--- src/rtl/mul8_seq_ctrl.sv ---
`default_nettype none
// ============================================================================
// Module   : mul8_seq_ctrl
// Purpose  : Unsigned 8x8 -> 16-bit multiplier built from one shared 4x4
//            add-tree multiplier. The four nibble partial products are
//            scheduled over consecutive cycles and accumulated, then the
//            product is handed off on a valid/ready result port.
// Ports    : clk        - rising-edge clock
//            rst_n      - synchronous reset, ACTIVE-HIGH despite the name
//            in_valid   - operand pair present
//            in_ready   - controller can accept an operand pair (IDLE)
//            in_a/in_b  - 8-bit unsigned operands
//            out_valid  - result present (DONE)
//            out_ready  - consumer accepts the result
//            result     - 16-bit product, held outside DONE
//            busy       - controller is not IDLE
//            op_count   - completed hand-offs, modulo 256
// Build    : define MUL8_SEQ_SKIP_EN to skip partial-product steps whose
//            nibble pair contains a zero nibble (data-dependent latency).
// Revision : 1.0 - initial release
// ============================================================================
module mul8_seq_ctrl (
    input  logic        clk,
    input  logic        rst_n,
    input  logic        in_valid,
    output logic        in_ready,
    input  logic [7:0]  in_a,
    input  logic [7:0]  in_b,
    output logic        out_valid,
    input  logic        out_ready,
    output logic [15:0] result,
    output logic        busy,
    output logic [7:0]  op_count
);

    localparam logic [1:0] S_IDLE = 2'd0;
    localparam logic [1:0] S_CALC = 2'd1;
    localparam logic [1:0] S_DONE = 2'd2;

    logic [1:0]  r_state;
    logic [7:0]  r_a;
    logic [7:0]  r_b;
    logic [15:0] r_acc;
    logic [1:0]  r_step;
    logic [15:0] r_result;
    logic [7:0]  r_op_count;

    logic [1:0]  w_state_nxt;
    logic [7:0]  w_a_nxt;
    logic [7:0]  w_b_nxt;
    logic [15:0] w_acc_nxt;
    logic [1:0]  w_step_nxt;
    logic [15:0] w_result_nxt;
    logic [7:0]  w_op_count_nxt;

    logic [3:0]  w_na;
    logic [3:0]  w_nb;
    logic [7:0]  w_pp;
    logic [15:0] w_pp_shifted;
    logic [15:0] w_sum;
    logic [1:0]  w_first_step;
    logic [1:0]  w_next_step;
    logic        w_last_step;

    // Nibble mux for the current step: s0 lo*lo, s1 lo*hi, s2 hi*lo, s3 hi*hi.
    always_comb begin
        w_na = r_a[3:0];
        w_nb = r_b[3:0];
        case (r_step)
            2'd0: begin w_na = r_a[3:0]; w_nb = r_b[3:0]; end
            2'd1: begin w_na = r_a[3:0]; w_nb = r_b[7:4]; end
            2'd2: begin w_na = r_a[7:4]; w_nb = r_b[3:0]; end
            default: begin w_na = r_a[7:4]; w_nb = r_b[7:4]; end
        endcase
    end

    // Shared 4x4 add-tree multiplier: one gated, shifted row per multiplier bit.
    // 15*15 = 225 fits in 8 bits, so the tree sum cannot overflow.
    assign w_pp = {4'h0, w_na & {4{w_nb[0]}}}
                + {3'h0, w_na & {4{w_nb[1]}}, 1'b0}
                + {2'h0, w_na & {4{w_nb[2]}}, 2'b0}
                + {1'b0, w_na & {4{w_nb[3]}}, 3'b0};

    always_comb begin
        w_pp_shifted = {8'h00, w_pp};
        case (r_step)
            2'd0:    w_pp_shifted = {8'h00, w_pp};
            2'd1,
            2'd2:    w_pp_shifted = {4'h0, w_pp, 4'h0};
            default: w_pp_shifted = {w_pp, 8'h00};
        endcase
    end

    // Full product never exceeds 0xFE01, so this 16-bit add cannot wrap.
    assign w_sum = r_acc + w_pp_shifted;

`ifdef MUL8_SEQ_SKIP_EN
    logic [3:0] r_mask;
    logic [3:0] w_mask_nxt;
    logic [3:0] w_mask_in;
    logic [3:0] w_mask_rem;

    function automatic logic [1:0] first_set(input logic [3:0] m);
        if (m[0])      first_set = 2'd0;
        else if (m[1]) first_set = 2'd1;
        else if (m[2]) first_set = 2'd2;
        else if (m[3]) first_set = 2'd3;
        else           first_set = 2'd0;
    endfunction

    // A step contributes only if both of its nibbles are nonzero.
    assign w_mask_in = {(in_a[7:4] != 4'h0) && (in_b[7:4] != 4'h0),
                        (in_a[7:4] != 4'h0) && (in_b[3:0] != 4'h0),
                        (in_a[3:0] != 4'h0) && (in_b[7:4] != 4'h0),
                        (in_a[3:0] != 4'h0) && (in_b[3:0] != 4'h0)};

    // An empty mask still runs s0 once; its partial product is zero anyway.
    assign w_first_step = first_set(w_mask_in);
    assign w_mask_rem   = r_mask & ~(4'b0001 << r_step);
    assign w_last_step  = (w_mask_rem == 4'h0);
    assign w_next_step  = first_set(w_mask_rem);

    always_comb begin
        w_mask_nxt = r_mask;
        if ((r_state == S_IDLE) && in_valid) begin
            w_mask_nxt = w_mask_in;
        end
    end

    always_ff @(posedge clk) begin
        if (rst_n) begin
            r_mask <= 4'h0;
        end else begin
            r_mask <= w_mask_nxt;
        end
    end
`else
    assign w_first_step = 2'd0;
    assign w_last_step  = (r_step == 2'd3);
    assign w_next_step  = r_step + 2'd1;
`endif

    // Next-state and datapath update.
    always_comb begin
        w_state_nxt    = r_state;
        w_a_nxt        = r_a;
        w_b_nxt        = r_b;
        w_acc_nxt      = r_acc;
        w_step_nxt     = r_step;
        w_result_nxt   = r_result;
        w_op_count_nxt = r_op_count;
        case (r_state)
            S_IDLE: begin
                if (in_valid) begin
                    w_a_nxt     = in_a;
                    w_b_nxt     = in_b;
                    w_acc_nxt   = 16'h0000;
                    w_step_nxt  = w_first_step;
                    w_state_nxt = S_CALC;
                end
            end
            S_CALC: begin
                w_acc_nxt  = w_sum;
                w_step_nxt = w_next_step;
                if (w_last_step) begin
                    // Separate result register keeps the product visible
                    // after the accumulator is cleared by the next accept.
                    w_result_nxt = w_sum;
                    w_state_nxt  = S_DONE;
                end
            end
            S_DONE: begin
                if (out_ready) begin
                    w_op_count_nxt = r_op_count + 8'd1;
                    w_state_nxt    = S_IDLE;
                end
            end
            default: begin
                w_state_nxt = S_IDLE;
            end
        endcase
    end

    always_ff @(posedge clk) begin
        if (rst_n) begin
            r_state    <= S_IDLE;
            r_a        <= 8'h00;
            r_b        <= 8'h00;
            r_acc      <= 16'h0000;
            r_step     <= 2'd0;
            r_result   <= 16'h0000;
            r_op_count <= 8'h00;
        end else begin
            r_state    <= w_state_nxt;
            r_a        <= w_a_nxt;
            r_b        <= w_b_nxt;
            r_acc      <= w_acc_nxt;
            r_step     <= w_step_nxt;
            r_result   <= w_result_nxt;
            r_op_count <= w_op_count_nxt;
        end
    end

    assign in_ready  = (r_state == S_IDLE);
    assign out_valid = (r_state == S_DONE);
    assign busy      = (r_state != S_IDLE);
    assign result    = r_result;
    assign op_count  = r_op_count;

endmodule
`default_nettype wire

--- config.mk ---
export PLATFORM = sky130hd
export DESIGN_NAME = mul8_seq_ctrl
export DESIGN_NICKNAME = d
export VERILOG_FILES = /design/src/rtl/mul8_seq_ctrl.sv
export SDC_FILE = /design/constraint.sdc
export NUM_CORES = 1
export LEC_CHECK = 0
export BUFFER_PORTS_ARGS = -buffer_cell sky130_fd_sc_hd__buf_2
export CAP_MARGIN = 0
export CORE_MARGIN = 3
export CORE_UTILIZATION = 40
export CTS_BUF_LIST = sky130_fd_sc_hd__clkbuf_4 sky130_fd_sc_hd__clkbuf_8
export DETAILED_ROUTE_END_ITERATION = 6
export PLACE_DENSITY_LB_ADDON = 0.25
export SLEW_MARGIN = 25
export SYNTH_ARGS = -nofsm -noshare
export SYNTH_HDL_FRONTEND = slang
export SYNTH_SLANG_ARGS = --single-unit
--- constraint.sdc ---
create_clock -name clk -period 12.97 [get_ports clk]
set_clock_uncertainty 0.05 [all_clocks]
set_input_delay 1.297 -clock clk [delete_from_list [all_inputs] [get_ports clk]]
set_output_delay 1.297 -clock clk [all_outputs]
set_load 0.02 [all_outputs]
## Yosys cells after proc, flatten, opt, wreduce, memory -nomap -nowiden

Index checks and enable logic that the tools add are counted.

| operators by class | value |
|---|---|
| divide/modulo/power cells | 0 |
| equality and inequality tests | 8 |
| multiplexer cells | 11 |
| reduce and logical (&&, ||, !) cells | 12 |
| $mul | 0 |
| $add $sub $neg | 6 |
| bitwise logic cells | 4 |
| shifts and indexed selects | 0 |
| $lt $le $gt $ge | 0 |

Operator list:

| cell | number |
|---|---|
| 16-bit one-hot mux with 2 select lines | 2 |
| 16-bit adder | 1 |
| 4-bit bitwise AND | 4 |
| 16-bit two-way mux | 1 |
| 7-bit by 7-bit adder with 8-bit output | 1 |
| 8-bit by 1-bit adder with 8-bit output, second input constant | 1 |
| 2-bit two-way mux | 4 |
| 4-bit two-way mux | 2 |
| 2-bit AND reduction | 4 |
| 6-bit by 6-bit adder with 7-bit output | 1 |
| 4-bit by 5-bit adder with 6-bit output | 1 |
| 2-bit == test, second input constant | 3 |
| 2-bit one-hot mux with 3 select lines | 1 |
| 2-bit OR reduction | 3 |
| 2-bit by 1-bit == test with 1-bit output, second input constant | 2 |
| 2-bit zero test | 2 |
| 2-bit != test, second input constant | 2 |
| 2-bit one-hot mux with 2 select lines | 1 |
| 2-bit nonzero test | 2 |
| 3-bit AND reduction | 1 |
| 2-bit by 1-bit adder with 2-bit output, second input constant | 1 |
| 2-bit by 1-bit != test with 1-bit output, second input constant | 1 |

| word-level totals | value |
|---|---|
| input bits | 20 |
| bits in registers | 60 |
| output and inout bits | 27 |
| RAM bits | 0 |
| word-level logic and storage cells | 48 |
| memory bits (read-only) | 0 |
| memories kept | 0 |
| latch bits | 0 |

## Logic depth before layout (Yosys ltp)

Gate-level depths: netlist of the first run.

| depth | value |
|---|---|
| depth in word-level cells | 10 |
| mapped depth | 23 |
| depth with buffers taken out | 23 |

## Least setup slack after synthesis of the first run

OpenSTA, ideal clock, no wires.

| path | value |
|---|---|
| path type | reg-to-reg |
| from | register r_step[0] |
| to | register r_acc[14] |
| arrival | 5.099 ns |
| slack | 7.702 ns |
| data required time | 12.801 ns |
| cell stages (with the launch flop) | 24 |
| library setup time | 0.119 ns |
| buffers on the path | 1 |
| clock period less this slack | 5.268 ns |
| cell sequence | dfxtp_1 inv_1 ha_1 nor2_1 mux2i_1 nor2_1 fa_1 inv_1 fa_1 inv_1 ha_1 fa_1 a21o_1 a21oi_1 xnor2_1 a22o_1 ha_1 buf_4 a21oi_1 o21bai_1 a21oi_1 o21ai_2 xnor2_1 o21ai_1 |

| between the ends | value |
|---|---|
| cells in the longest elaborated chain, start to end | 10 |
| elaborated cells between the ends (all ways) | 18 |
| those cells by class | add/sub (4); eq/ne (2); mux (4); bitwise (4); reduce/logical (4) |

Ends and longest elaborated chain:

| element | RTL line | text |
|---|---|---|
| start, declared | 44 | `logic [1:0] r_step;` |
| start signal, assigned | 198 | `r_step <= w_step_nxt;` |
| 2-bit by 1-bit == test with 1-bit output, or another cell as far along | 69, 86 |  |
| 2-bit OR reduction (no source line) | -- |  |
| 4-bit two-way mux | 69 | `case (r_step)` |
| 4-bit bitwise AND (on tied branches) | 79, 80 |  |
| 4-bit by 5-bit adder with 6-bit output | 80 | `+ {3'h0, w_na & {4{w_nb[1]}}, 1'b0}` |
| 6-bit by 6-bit adder with 7-bit output | 81 | `+ {2'h0, w_na & {4{w_nb[2]}}, 2'b0}` |
| 7-bit by 7-bit adder with 8-bit output | 82 | `+ {1'b0, w_na & {4{w_nb[3]}}, 3'b0};` |
| 16-bit one-hot mux with 2 select lines * | 86 | `case (r_step)` |
| 16-bit adder * | 95 | `assign w_sum = r_acc + w_pp_shifted;` |
| 16-bit one-hot mux with 2 select lines * | 152 | `case (r_state)` |
| end signal, assigned | 197 | `r_acc <= w_acc_nxt;` |
| end, declared | 43 | `logic [15:0] r_acc;` |

Mark *: on every way between the ends. The rest lies on a longest branch, timed or not.
A chain may end at the register's enable or synchronous reset.

## Worst setup path in the final report of the first run

| path | value |
|---|---|
| from | register r_step[0] |
| to | register r_acc[13] |

Same word-level chain as after synthesis.

==> results.toml, run 1 <==
[logic_synthesis]
yosysSeqAreaShare_pct = 32.2
yosys.area_share.simple_pct = 23.1
synth-compound-area-share_pct = 18.3
muxShareOfSynthArea_pct = 3.79
syn_inst = 456
synth_edf_count = 0
yosysMostFrequentCell = "nand2_1"
netlist.area_leader.share_pct = 32.2
synth_top_flop_cell = "dfxtp_1"
synth_area_mm2 = 0.00373
synth-seq-cells = 60
yosysTopAreaCell = "dfxtp_1"
synth_top_family_by_area = "simple AND/OR/NAND/NOR gates"
ys_types = 54
synthAdderAreaFrac_pct = 13.3
syn_nets = 512
yosysWarnings = 0
async_reset_ff_share_pct = 0
ys_top_cells_by_count = "nand2_1, dfxtp_1, a21oi_1"
synthTopCellsByArea = "dfxtp_1, ha_1, nand2_1"
syn-mean-instance-area_um2 = 8.18
synthXorXnorAreaFrac_pct = 5.40

[clocking]
cts.reportedPaths.clkPinSlew_ns = 0.07
htreeDepth = 3
clkSinkCount = 60
postCtsHoldBufs = 0
ctsLongestPathBuffers = 2
cts_tree = "yes"
cts-root-buf = "clkbuf_8"
clkLatencyLatePin_ns = 0.36
cts_resized = 0
postCtsSetupBuffers = 0
cts_buffers = 9

[route]
wirelength_mm = 8.77
postRouteAntennaNets = 0
drt_iter0_markers = 165
wl_per_cell_um = 14.5
drt-pass1-iter-count = 4
drc = 0
drt-vias-per-instance = 5.39
via_count = 3256

[setup_path]
crit_arrival_ns = 6.04
rrSetupSlack_ns = 7.11
crit_type = "flop to flop"
path_cells = "inv_1, ha_1, nor2_1, mux2i_1, nor2_1, fa_1, inv_1, fa_1, inv_1, ha_1, fa_1, a21o_1, a21oi_1, xnor2_1, a22o_1, ha_1, a211o_1, a21oi_1, nand2_1, o21ai_0, xor2_1, o21ai_0"
critPathMaxStageDelay_ns = 0.54
crit_path_end_kind = "flop"
crit_slowest_cell = "fa_1"
worstSetupStartpointType = "flop"
worstPathRequired_ns = 13.15
critPathMaxFanout = 7

[floorplan]
num_io_pins = 47
core-area_mm2 = 0.00889
start_util_pct = 42.0
die_area_mm2 = 0.0105
die-height_um = 103
die_w_um = 103
rows = 34

[job]
drv_cap = 0

[timing]
fin_tns_setup_ns = 0
slew_viol_final = 0
setup_viol = 0
period_minus_slack_ns = 5.86
max_freq_mhz = 171
slew_headroom_pct = 32.7
hold_viol_final = 0
rsz0062_at_grt = "false"
finalCritPeriodShare_pct = 45.2
worst_slew_pin_slew_ns = 1.01

[placed_design]
place_hpwl_mm = 6.44
portBuffers = 46
gp_congestion = 0.914
place_inst = 588

[final_layout]
drive_gt1_share_pct = 16.1
fin_util_pct = 47.2
fin_cells = 604
num_antenna_cells = 0
area_growth_pct = 12.4
final_nets = 547

[power_and_ir_drop]
vdd_ir_drop_max_mv = 0.0488
power_density_mw_per_mm2 = 96.1
total_power_mw = 0.403
power_leakage_nw = 1.91

[global_route]
grt_pass1_vias = 3172
grt-ovfl-total = 0
grt_start_max_net_pins = 54
grt_pass1_wl_mm = 15.1
grt_antenna_before_repair = 0
grtUsageTotal_pct = 18.0

[hold_path]
hp-class = "flop to flop"

[run_status]
outcome = "finished, final reports clean"
[worst paths after layout]
| path | from | to | cells past startpoint |
|---|---|---|---|
| worst max-delay path | r_step[0]$_SDFFE_PP0P_ | r_acc[13]$_SDFFE_PP0P_ | 22 |
| worst min-delay path | result[5]$_SDFFE_PP0P_ | result[5]$_SDFFE_PP0P_ | 2 |
| worst max register to register | r_step[0]$_SDFFE_PP0P_ | r_acc[13]$_SDFFE_PP0P_ | 22 |
| worst min register to register | result[5]$_SDFFE_PP0P_ | result[5]$_SDFFE_PP0P_ | 2 |
[layout make-up]
type | count | area (um^2)
clock buffer | 10 | 131
clock inverter | 6 | 63.8
fill | 885 | 4690
inverter | 10 | 37.5
multi-input combinational | 363 | 2390
sequential | 60 | 1200
tap | 108 | 135
timing repair buffer | 47 | 238
[cells in the final DEF, fill, tap and decap left out, types with 2 or more instances in the layout]
master      synthesis  layout
inv_1               9       9
or2_2               4       4
nand3_1            18      18
xnor2_1            11      11
xor2_1             12      12
buf_2               2      46
a22oi_1             4       4
clkinv_2            0       2
clkinvlp_4          0       2
nand4_1             7       7
nand3b_1            4       4
dfxtp_1            60      60
nand2_1            79      79
a21oi_1            49      49
nor2b_1             4       4
a22o_1              7       7
nand2b_1            3       3
a21o_1              6       6
ha_1               30      30
o21ai_0            11      11
a31oi_1             4       4
a211oi_1            3       3
and2_1              9       9
o21a_1              2       2
mux2i_1            13      13
o21ai_2             2       2
fa_1                6       6
and4_1              2       2
o21ai_1             2       2
nor2_1             38      38
nor3_1              7       6
nor4_1              3       3
clkbuf_8            0       9
and3_1              6       6
[critical path, delay by kind of cell (launching register included)]
kind            cells  cell delay, ns
mux                 1            0.39
fa+ha+maj           6            2.23
buf+inv             3            0.21
simple gates        3            0.61
flops               1            0.39
compound gates      7            1.51
xor+xnor            2            0.34
[state kept, by name, indices dropped and copies added, names as in the netlist]
register / count
r_acc: 16
result: 16
op_count: 8
r_a: 8
r_b: 8
r_state: 2
r_step: 2
[per-layer routing]
layer / track usage (%) / wire length (um) / up-vias
li1: - / - / 1662
met1: 23.4 / 4130 / 1506
met4: 7.27 / 137 / 0
met3: 3.52 / 464 / 13
met5: 0 / 0 / -
met2: 29.1 / 4030 / 75
[cells by family (layout without fill, tap and decap cells)]
family / Yosys count / in the layout
and+or+nand+nor: 187 / 187
AOI/OAI and AO/OA: 103 / 103
DFF: 60 / 60
adders and majority gates: 36 / 36
buffers and inverters: 33 / 73
xor gates and xnor gates: 23 / 23
muxes: 14 / 14
[stage by stage]
stage	hold WS, ns	instance area, um^2	worst slack, ns
CTS	0.405	4190	7.10
floorplan	0.380	3730	7.70
detailed placement	0.396	4000	7.12
finish	0.404	4200	7.11
global route	0.429	4200	6.53
global placement	0.391	4000	7.24
[report_power, final]
part,total [mW],leakage [nW],internal (mW),switching [mW]
logic,0.0413,1.32,0.0137,0.0276
clock network,0.171,0.0961,0.0908,0.0803
registers,0.191,0.486,0.188,0.00252
Note: power is estimated with default switching activity, not from simulation.
==> run 2, diff against run 1 <==
Clock period 12.97 ns to 5.9 ns, I/O delays scaled along.
==> run 2 against run 1 <==
Net effect:
- clock-buffer cell count stayed put
- die area stayed put
- sequential share of layout area is 0.25 points lower
- global-route usage is 0.33 points lower
- final area is 0.89% higher
- routed wire length is 0.40% higher
- largest cell class unchanged
==> results.toml, run 2 (same netlist as run 1, synthesis figures left out) <==
[global_route]
grt_antenna_before_repair = 0
grt_start_max_net_pins = 54
grtUsageTotal_pct = 17.6
grt-ovfl-total = 0
grt_pass1_vias = 3246
grt_pass1_wl_mm = 14.9

[final_layout]
most-common-layout-cells = "nand2_1, dfxtp_1, a21oi_1"
fin_cells = 606
num_antenna_cells = 0
area_growth_pct = 13.4
stdcell_area_mm2 = 0.00423
drive_gt1_share_pct = 18.1
final_nets = 549
layout_commonest_cell = "nand2_1"

[hold_path]
hp-class = "flop to flop"

[setup_path]
worstPathRequired_ns = 6.08
worstSetupStartpointType = "flop"
critPathMaxFanout = 7
path_cells = "inv_1, ha_1, nor2_1, buf_4, mux2i_2, nor2_1, fa_1, inv_1, fa_1, inv_1, ha_1, fa_1, a21o_1, a21oi_1, xnor2_1, a22oi_1, nor2_1, ha_2, nand2_1, o31a_4, nor2_1, mux2i_1, nand2_1"
crit_path_end_kind = "flop"
crit_slowest_cell = "fa_1"
crit_type = "flop to flop"
critPathMaxStageDelay_ns = 0.54
crit_arrival_ns = 5.73
cpMostUsedCell = "nor2_1"

[clocking]
postCtsSetupBuffers = 0
clkLatencyLatePin_ns = 0.34
htreeDepth = 3
cts_tree = "yes"
cts_buffers = 9
ctsLongestPathBuffers = 2
cts.reportedPaths.clkPinSlew_ns = 0.07
cts-root-buf = "clkbuf_8"
clkSinkCount = 60

[placed_design]
place_inst = 590
place_hpwl_mm = 6.33
placed_area_mm2 = 0.00402
portBuffers = 46
gp_congestion = 0.891

[route]
via_count = 3289
wirelength_mm = 8.80
drt-pass1-iter-count = 4
wl_per_cell_um = 14.5
drt-vias-per-instance = 5.43
drt_iter0_markers = 158
postRouteAntennaNets = 0
drc = 0

[power_and_ir_drop]
power_density_mw_per_mm2 = 201
vdd_ir_drop_max_mv = 0.147
power_leakage_nw = 1.91

[job]
drv_cap = 0

[timing]
rsz0062_at_grt = "true"
slew_viol_final = 0
setup_viol = 0
finalCritPeriodShare_pct = 94.1
worst_slew_pin_slew_ns = 0.992
period_minus_slack_ns = 5.55
hold_viol_final = 0
slew_headroom_pct = 33.9
max_freq_mhz = 180

[floorplan]
die_w_um = 103
core-area_mm2 = 0.00889
die_area_mm2 = 0.0105
die-height_um = 103
start_util_pct = 42.0
num_io_pins = 47
rows = 34

[run_status]
outcome = "finished, final reports clean"
==> run 2: routing by layer <==
metal / track usage (%) / part of all wire (%) / vias to the layer above
met2: 28.3 / 46 / 71
met4: 6.86 / 2.0 / 0
li1: - / - / 1671
met1: 23.5 / 48 / 1531
met3: 3.25 / 3.8 / 16
met5: 0 / 0 / -
==> run 2: worst paths after layout <==
kind	from	depth (start not counted)	endpoint	slack [ns]
hold reg to reg	result[8]$_SDFFE_PP0P_	2	result[8]$_SDFFE_PP0P_	0.40
hold / removal	result[8]$_SDFFE_PP0P_	2	result[8]$_SDFFE_PP0P_	0.40
setup / recovery	r_step[0]$_SDFFE_PP0P_	23	result[12]$_SDFFE_PP0P_	0.35
setup reg to reg	r_step[0]$_SDFFE_PP0P_	23	result[12]$_SDFFE_PP0P_	0.35
==> run 2: what timing repair did <==
item / in CTS / in global routing
endpoints found under the setup margin: 0 / 16
gates resized for setup: 0 / 10
hold buffers: 0 / 0
==> run 2: cell type report <==
type | count | area [um^2]
Tap cell | 108 | 135
Sequential cell | 60 | 1200
Clock inverter | 6 | 38.8
Inverter | 10 | 37.5
Timing Repair Buffer | 49 | 253
Fill cell | 880 | 4660
Multi-Input combinational cell | 363 | 2430
Clock buffer | 10 | 138
==> run 2: critical path: cells and delay by family (launching register included) <==
| kind | cells | cell delay [ns] |
|---|---|---|
| buffers and inverters | 4 | 0.37 |
| adders and majority gates | 6 | 2.42 |
| and+or+nand+nor | 6 | 0.60 |
| xor gates and xnor gates | 1 | 0.10 |
| AOI/OAI and AO/OA | 4 | 0.96 |
| DFF | 1 | 0.38 |
| muxes | 2 | 0.53 |
==> run 2: power by group <==
part | internal (mW) | leakage (nW) | total (mW) | switching [mW]
combinational | 0.0336 | 1.33 | 0.0962 | 0.0626
sequential | 0.414 | 0.486 | 0.421 | 0.00651
clock | 0.163 | 0.0885 | 0.335 | 0.172
==> run 2: metrics by stage <==
step           setup slack, ns  TNS (ns)  utilization (%)  power [mW]  hold slack (ns)
3_3_place_gp             0.293         0             45.1       0.519            0.392
6_report                 0.348         0             47.6       0.852            0.403
5_1_grt               -0.00399  -0.00399             47.6       0.894            0.419
2_1_floorplan            0.632         0                -       0.494            0.380
4_1_cts                  0.127         0             47.2       0.858            0.407
3_5_place_dp             0.157         0             45.2       0.521            0.397
==> run 3, diff against run 2 <==
Clock period 5.9 ns to 5.55 ns, I/O delays scaled along.
==> run 3 against run 2 <==
Net effect:
- power up 13%
- final area increased by 4.0%
- flip-flop and latch count is the same
- largest cell class unchanged
- highest routed layer unchanged
- clock power is 20% higher
- sequential share of layout area decreased by 1.0 points
- routed wire length grew 3.3%
- setup slack lost 0.062 ns
==> results.toml, run 3 (same netlist as run 1, synthesis figures left out) <==
[floorplan]
die-height_um = 103
die_area_mm2 = 0.0105
core-area_mm2 = 0.00889
die_w_um = 103
rows = 34
start_util_pct = 42.0
num_io_pins = 47

[job]
drv_cap = 0

[setup_path]
worstPathRequired_ns = 5.73
reg2reg_depth = 23
crit_path_start = "r_step[0]$_SDFFE_PP0P_"
crit_type = "flop to flop"
crit_path_end_kind = "flop"
reg2reg_to = "result[14]$_SDFFE_PP0P_"
crit_arrival_ns = 5.44
critPathMaxFanout = 6
r2r_start = "r_step[0]$_SDFFE_PP0P_"
rrSetupSlack_ns = 0.29
worstSetupStartpointType = "flop"

[global_route]
grtUsageTotal_pct = 18.2
grt.met1_usage_pct = 22.5
met3_usage_pct = 4.33
grt_busiest_layer = "met2"
grt_pass1_vias = 3301
grt-ovfl-total = 0
grt_antenna_before_repair = 0
grt_start_max_net_pins = 54
grt_pass1_wl_mm = 15.2
met2_usage_pct = 30.4

[clocking]
clkLatencyLatePin_ns = 0.35
ctsLongestPathBuffers = 2
htreeDepth = 3
cts_buffers = 9
postCtsHoldBufs = 0
clkSinkCount = 60
cts.reportedPaths.clkPinSlew_ns = 0.07
cts-root-buf = "clkbuf_8"
cts_tree = "yes"

[placed_design]
dp_worst_setup_slack_ns = -0.0646
gp_congestion = 0.871
portBuffers = 46
place_inst = 594
place_hpwl_mm = 6.45

[route]
drt-vias-per-instance = 5.37
postRouteAntennaNets = 0
drt-pass1-iter-count = 4
drc = 0
via_count = 3288
drt_iter0_markers = 166
wirelength_mm = 9.10
wl_per_cell_um = 14.9

[timing]
fin_ws_ns = 0.286
worst_slew_pin_slew_ns = 0.907
fin_tns_setup_ns = 0
max_freq_mhz = 190
slew_headroom_pct = 39.4
slew_viol_final = 0
hold_viol_final = 0
finalCritPeriodShare_pct = 94.9
hold_slack_ns = 0.394
setup_viol = 0
period_minus_slack_ns = 5.26

[power_and_ir_drop]
seqPwrFrac_pct = 46.5
p_sw_mw = 0.270
switching_share_pct = 27.9
power_leakage_nw = 1.96
combPwrFrac_pct = 12.0
p_int_mw = 0.696
power.share.clock_pct = 41.5
power_density_mw_per_mm2 = 219
vdd_ir_drop_max_mv = 0.122

[hold_path]
min_from = "in_b[7]"
hold_depth = 3
whs_endpoint = "r_b[7]$_SDFFE_PP0P_"
hp-class = "input port to flop"

[final_layout]
most-common-layout-cells = "nand2_1, dfxtp_1, buf_2"
fillerInstances = 856
final_nets = 555
layout_commonest_cell = "nand2_1"
num_antenna_cells = 0
fin_util_pct = 49.5
drive_gt1_share_pct = 21.2
area_growth_pct = 18.0
fin_cells = 612

[run_status]
outcome = "finished, final reports clean"
-- run 3: cell count changes in the layout (fill, tap and decap cells not counted), sizes merged --
| cell | previous run | this run |
|---|---|---|
| buf | 49 | 55 |
| clkinvlp | 2 | 0 |
| clkinv | 3 | 5 |
| clkbuf | 10 | 9 |
| bufinv | 0 | 1 |
-- run 3: per-stage QoR --
step	power [mW]	instance area [um^2]
after floorplan	0.525	3730
after global placement	0.553	4040
after detailed placement	0.557	4050
after CTS	0.965	4260
after global routing	1.02	4400
final	0.966	4400
-- run 3: area by class of cell --
type	count	area (um^2)	share of cell area, %
multi-input cells	363	2520	57.3
repair buffers	55	305	6.93
inverters	10	37.5	0.852
flip-flops and latches	60	1200	27.3
clock inverters	7	75.1	1.70
clock buffers	9	124	2.81
well taps	108	135	3.07
-- run 3: critical path: stages, from the launching register on --
cell     delay, ns
dfxtp_2       0.36
inv_1         0.10
ha_1          0.23
nor2_2        0.12
buf_6         0.15
mux2i_4       0.27
nor2_1        0.09
fa_1          0.53
inv_1         0.05
fa_1          0.54
inv_1         0.05
ha_1          0.23
fa_2          0.40
a21o_1        0.21
a21oi_2       0.15
xnor2_1       0.09
a22oi_1       0.19
nor2_1        0.10
ha_4          0.35
nand2_1       0.09
o31a_4        0.39
nor2_1        0.16
mux2i_1       0.19
nand2_1       0.05
-- run 3: power by group through the flow --
stage	logic, mW	clock network [mW]	registers [mW]
after global routing	0.130	0.437	0.450
after global placement	0.0974	0	0.456
final	0.116	0.401	0.449
after CTS	0.103	0.416	0.447
after floorplan	0.0703	0	0.454
after detailed placement	0.101	0	0.456
-- run 3: worst max-delay path by stage --
stage	to	slack, ns
6_report	result[14]$_SDFFE_PP0P_	0.29
5_1_grt	r_acc[11]$_SDFFE_PP0P_	-0.02
4_1_cts	result[14]$_SDFFE_PP0P_	0.04
3_5_place_dp	r_acc[13]$_SDFFE_PP0P_	-0.06
3_3_place_gp	r_acc[13]$_SDFFE_PP0P_	0.07
2_1_floorplan	r_acc[14]$_SDFFE_PP0P_	0.28
-- run 3: routing by layer --
metal  routed length, um  vias to the layer above
met3                 450                        8
met5                   0                        -
met1                4150                     1538
met4                 104                        0
li1                    -                     1679
met2                4400                       63
-- run 3: what timing repair did --
item                                    CTS  global route
endpoints found under the setup margin    7            18
gates resized for setup                   5            25
setup buffers                             0             2
pin swaps                                 0             5
